[src/rtl/aes_block_stager.sv]
// Batches plaintext blocks behind a loaded AES key, feeds them to an external AES
// pipeline in order and buffers the returned results for a downstream consumer.
module aes_block_stager #(
  parameter int BLOCK_W   = 128,
  parameter int DEPTH     = 4,
  parameter int KEY_WORDS = 2
) (
  input  logic                          clock,
  input  logic                          reset,
  input  logic                          start,
  input  logic                          key_reload,
  input  logic [BLOCK_W-1:0]            in_data,
  input  logic                          in_valid,
  output logic                          ready_for_inp,
  output logic [BLOCK_W-1:0]            out_data,
  output logic                          out_valid,
  input  logic                          ready_to_out,
  output logic [KEY_WORDS*BLOCK_W-1:0]  key_out,
  output logic                          key_valid,
  output logic [BLOCK_W-1:0]            core_in_data,
  output logic                          core_in_valid,
  input  logic                          core_in_ready,
  input  logic [BLOCK_W-1:0]            core_out_data,
  input  logic                          core_out_valid,
  output logic [$clog2(DEPTH+1)-1:0]    blk_count,
  output logic                          err
);

  localparam int CW   = $clog2(DEPTH + 1);
  localparam int PW   = $clog2(DEPTH);
  localparam int KCW  = $clog2(KEY_WORDS + 1);
  localparam logic [CW-1:0]  DEPTH_C  = CW'(DEPTH);
  localparam logic [KCW-1:0] KEY_LAST = KCW'(KEY_WORDS - 1);

  typedef enum logic [1:0] {KEY, LOAD, RUN} state_t;

  state_t               state;
  logic [KCW-1:0]       key_cnt;
  logic [CW-1:0]        iss_cnt;
  logic [CW-1:0]        ret_cnt;
  logic [CW-1:0]        occ;
  logic [PW-1:0]        wr_ptr;
  logic [PW-1:0]        rd_ptr;
  logic [BLOCK_W-1:0]   blocks [DEPTH];
  logic [BLOCK_W-1:0]   fifo   [DEPTH];

  logic in_xfer;
  logic core_xfer;
  logic capture;
  logic pop;
  logic batch_done;

  // Handshake qualifiers; none of the outputs depend combinationally on inputs.
  assign ready_for_inp = (state == KEY) || ((state == LOAD) && (blk_count < DEPTH_C));
  assign in_xfer       = in_valid && ready_for_inp;
  assign core_in_valid = (state == RUN) && (iss_cnt < blk_count);
  assign core_xfer     = core_in_valid && core_in_ready;
  assign core_in_data  = core_in_valid ? blocks[iss_cnt[PW-1:0]] : '0;
  assign out_valid     = (occ != '0);
  assign out_data      = out_valid ? fifo[rd_ptr] : '0;
  assign pop           = out_valid && ready_to_out;
  assign capture       = core_out_valid && (ret_cnt < iss_cnt);
  assign batch_done    = (state == RUN) && (iss_cnt == blk_count) &&
                         (ret_cnt == blk_count) && (occ == '0);

  always_ff @(posedge clock or negedge reset) begin
    if (!reset) begin
      state     <= KEY;
      key_cnt   <= '0;
      key_out   <= '0;
      key_valid <= 1'b0;
      blk_count <= '0;
      iss_cnt   <= '0;
      ret_cnt   <= '0;
      occ       <= '0;
      wr_ptr    <= '0;
      rd_ptr    <= '0;
      err       <= 1'b0;
    end else begin
      // A result with nothing outstanding is dropped and flagged for good.
      if (capture) begin
        ret_cnt <= ret_cnt + 1'b1;
        wr_ptr  <= wr_ptr + 1'b1;
      end else if (core_out_valid) begin
        err <= 1'b1;
      end
      if (pop) rd_ptr <= rd_ptr + 1'b1;
      case ({capture, pop})
        2'b10:   occ <= occ + 1'b1;
        2'b01:   occ <= occ - 1'b1;
        default: occ <= occ;
      endcase

      case (state)
        KEY: begin
          if (key_reload) begin
            key_cnt <= '0;
          end else if (in_xfer) begin
            for (int k = 0; k < KEY_WORDS; k++)
              if (key_cnt == KCW'(k))
                key_out[(KEY_WORDS-1-k)*BLOCK_W +: BLOCK_W] <= in_data;
            if (key_cnt == KEY_LAST) begin
              key_cnt   <= '0;
              key_valid <= 1'b1;
              state     <= LOAD;
            end else begin
              key_cnt <= key_cnt + 1'b1;
            end
          end
        end
        LOAD: begin
          if (key_reload) begin
            state     <= KEY;
            key_valid <= 1'b0;
            key_out   <= '0;
            key_cnt   <= '0;
            blk_count <= '0;
          end else begin
            if (in_xfer) blk_count <= blk_count + 1'b1;
            if (start && ((blk_count != '0) || in_xfer)) state <= RUN;
          end
        end
        RUN: begin
          if (batch_done) begin
            state     <= LOAD;
            blk_count <= '0;
            iss_cnt   <= '0;
            ret_cnt   <= '0;
          end else if (core_xfer) begin
            iss_cnt <= iss_cnt + 1'b1;
          end
        end
        default: state <= KEY;
      endcase
    end
  end

  // Data storage carries no reset; every read path is gated by a valid.
  always_ff @(posedge clock) begin
    if ((state == LOAD) && !key_reload && in_xfer)
      blocks[blk_count[PW-1:0]] <= in_data;
    if (capture)
      fifo[wr_ptr] <= core_out_data;
  end

endmodule

[config.mk]
export PLATFORM = sky130hd
export DESIGN_NAME = aes_block_stager
export DESIGN_NICKNAME = d
export VERILOG_FILES = /design/src/rtl/aes_block_stager.sv
export SDC_FILE = /design/constraint.sdc
export NUM_CORES = 1
export LEC_CHECK = 0
export ABC_CLOCK_PERIOD_IN_PS = 6500
export BUFFER_PORTS_ARGS = -buffer_cell sky130_fd_sc_hd__buf_2
export CAP_MARGIN = 20
export CORE_AREA = 2 2 340 275
export DETAILED_ROUTE_END_ITERATION = 12
export DIE_AREA = 0 0 342 277
export PLACE_DENSITY = 0.79
export SKIP_CTS_REPAIR_TIMING = 1
export SLEW_MARGIN = 20
export SYNTH_ARGS = -nofsm -noshare
export SYNTH_HDL_FRONTEND = slang
export SYNTH_SLANG_ARGS = --single-unit
export TNS_END_PERCENT = 5
[constraint.sdc]
create_clock -name clock -period 6.5 [get_ports clock]
set_input_delay 0.325 -clock clock [delete_from_list [all_inputs] [get_ports clock]]
set_output_delay 0.325 -clock clock [all_outputs]
set_load 0.1 [all_outputs]
==> key figures <==
Status
  – Status: complete, no violations

Logic synthesis
  – Mapped Cells: 2458
  – Yosys cell types: 42
  – Main flop type after synthesis: edfxtp_1
  – Seq/Total Area, Yosys: 0.7412
  – Net count after synthesis: 2739
  – Synth Register Bits: 1302
  – Post-Syn Area per Cell: 20.70 µm²
  – Syn. warnings: 0
  – Post-synth EDFFs: 1024
  – Yosys top cell area share: 0.6044
  – Post-Syn Area: 50870 µm²
  – Largest cells by area after synthesis: edfxtp_1, dfrtp_1, mux4_2, and2_1, mux2_4
  – Largest area contributor in the netlist: edfxtp_1
  – Ys async rst share: 0.2135

Global route
  – Initial antenna violation count: 25
  – Met3 Use GR: 0.07311
  – First-pass GRT wire length: 181300 µm
  – Largest net degree at the start of global routing: 137
  – Number of global-route vias before repair: 27980
  – Congestion Overflow GR: 0
  – Total GRT Usage: 0.2562
  – Global routing usage on met1: 0.3237
  – M2 GR Usage: 0.4184
  – GR peak layer: met2

Placed design
  – Final weighted congestion in routability-driven placement: 0.9038
  – Port bufs: 783
  – Detail Placement HPWL: 79060 µm
  – Post-Place Worst Slack: 2.631 ns

Finish
  – Synth-to-Final Area Change: 22.64%
  – Fill cells: 5661
  – Commonest non-fill, non-tap cell in the layout: edfxtp_1
  – Most frequent cells in the layout: edfxtp_1, buf_2, and2_1
  – Fin nets: 3804
  – Layout cell share with drive strength beyond 1: 0.4214

Flow run
  – Maximum Capacitance Violations: 0

Critical path
  – Startpoint Class: register
  – Critical Path Slowest Stage Cell: buf_4
  – CP cell instances: buf_4, buf_4, mux4_2, and2_1, buf_2
  – Slowest cell delay on critical path: 0.75 ns
  – Worst EP arrival: 3.96 ns
  – CP Data Required Time: 6.17 ns
  – WS Path Type: reg -> out
  – Crit. End Element: output pin
  – Worst Path Max Fanout: 54
  – Top cell by count, worst path: buf_4

Drt
  – DRT iter0 DRCs: 2268
  – Final wirelength: 126500 µm
  – Via count: 27790
  – # DRC: 0
  – DR WL/cell: 25.99 µm
  – Detail Route Antenna Nets: 0
  – DR pass1 iterations: 5
  – Via/cell ratio: 5.708

STA
  – Clock Skew: 0.03685 ns
  – Final critical path time including I/O delays and setup: 4.287 ns
  – Final WS setup: 2.213 ns
  – RSZ-0062 raised after global routing: false
  – Final TNS setup: 0 ns
  – Actual slew at the worst max-slew pin: 1.036 ns
  – Final Hold Viols: 0
  – Worst rel slew slack: 0.3094
  – Ratio of final minimum period to clock period: 0.6596
  – Final setup viols: 0
  – FMAX: 233.3 MHz
  – Final max-slew violation count: 0

Clocking
  – Max Root-Sink Buffers: 3
  – Clock root buffer: clkbuf_16
  – TritonCTS buffer count: 121
  – Clock sinks: 1302
  – Clock Latency Late Sink: 0.70 ns
  – CTS tree: built
  – CTS clk-pin slew, worst paths: 0.07 ns
  – H-Tree Depth: 3

Floorplan
  – Die width: 342 µm
  – Core area: 91840 µm²
  – Starting Density: 0.5540
  – Total I/O pin count: 784
  – DIE AREA: 94730 µm²
  – Core Rows: 100
  – Die height: 277 µm

Hold path
  – HP Class: in -> reg
path summary, 6_finish.rpt:
| path | startpoint | endpoint | slack (ns) | cells past startpoint |
|---|---|---|---|---|
| max reg2reg | iss_cnt[0]$_DFFE_PN0P_ | fifo[2][81]$_DFFE_PP_ | 2.69 | 5 |
| max in group asynchronous | reset | key_out[65]$_DFFE_PN0P_ | 4.89 | 3 |
| min | ready_to_out | rd_ptr[0]$_DFFE_PN0P_ | 0.03 | 3 |
| min reg2reg | occ[2]$_DFFE_PN0P_ | occ[2]$_DFFE_PN0P_ | 0.47 | 1 |
| max | iss_cnt[1]$_DFFE_PN0P_ | core_in_data[121] | 2.21 | 5 |
| min in group asynchronous | reset | key_out[215]$_DFFE_PN0P_ | 0.20 | 2 |
state kept, by name, indices dropped and copies added, names as in the netlist:
register and cells:
iss_cnt 3, rd_ptr 2, occ 3, err 1, key_cnt 2, wr_ptr 2, blk_count 3, ret_cnt 3
state 2, blocks 512, key_valid 1, key_out 256, fifo 512
critical path, delay by kind of cell (launching register included):
family	cells	cell delay [ns]
buffers and inverters	3	1.88
flip-flops	1	0.72
multiplexers	1	0.34
AND/OR/NAND/NOR	1	0.20
logic make-up (layout without fill, tap and decap cells):
logic type	Yosys count	in the layout	synth area share
compound gates	27	27	0.003123
xor+xnor	12	12	0.002066
fa+ha+maj	17	17	0.004329
buf+inv	146	1314	0.01586
flops	1302	1302	0.7412
mux	517	517	0.1799
other cells	0	18	0
simple gates	437	437	0.05359
routing by layer:
metal	routed length (µm)	part of all wire	vias to the layer above
met4	5508	0.044	22
met2	63840	0.50	1330
met1	46570	0.37	14400
li1	-	-	11710
met3	10460	0.083	320
met5	144	0.0011	-
cell type report:
cell class / instances / area [µm²] / share of cell area
Timing Repair Buffer: 1074 / 6818 / 0.1093
Antenna cell: 18 / 45.04 / 0.0007220
Inverter: 14 / 52.55 / 0.0008423
Clock buffer: 154 / 3234 / 0.05184
Tap cell: 1224 / 1531 / 0.02455
Clock inverter: 72 / 569.3 / 0.009125
Multi-Input combinational cell: 1010 / 12420 / 0.1990
Sequential cell: 1302 / 37720 / 0.6046
per-stage QoR:
stage / instance area [µm²] / utilization / std cells / hold WS [ns]
2_1_floorplan: 50870 / - / 2458 / 0.02941
3_3_place_gp: 55930 / 0.6091 / 4364 / 0.3794
3_5_place_dp: 55930 / 0.6091 / 4364 / 0.3930
4_1_cts: 59740 / 0.6505 / 4590 / -0.3630
5_1_grt: 62380 / 0.6793 / 4866 / 0.03205
6_report: 62390 / 0.6793 / 4868 / 0.02816
synth_stat cells, types with 3 or more instances:
master and n:
mux2_4 120, xor2_1 6, mux4_2 256, buf_1 8, o21ai_0 7, nand3_1 5
nand2_1 10, nor2b_1 3, buf_6 24, dfrtp_1 278, xnor2_1 6, mux2i_1 4
ha_1 16, mux2_2 137, nor2_1 9, a21oi_1 9, and2_1 393, nand2b_1 3
clkbuf_1 59, buf_4 11, edfxtp_1 1024, o22ai_1 4, buf_2 30, inv_1 13
Power is left out: the tool's default activity adds up to more than one toggle a clock period on the data nets, which glitch-free logic cannot reach.
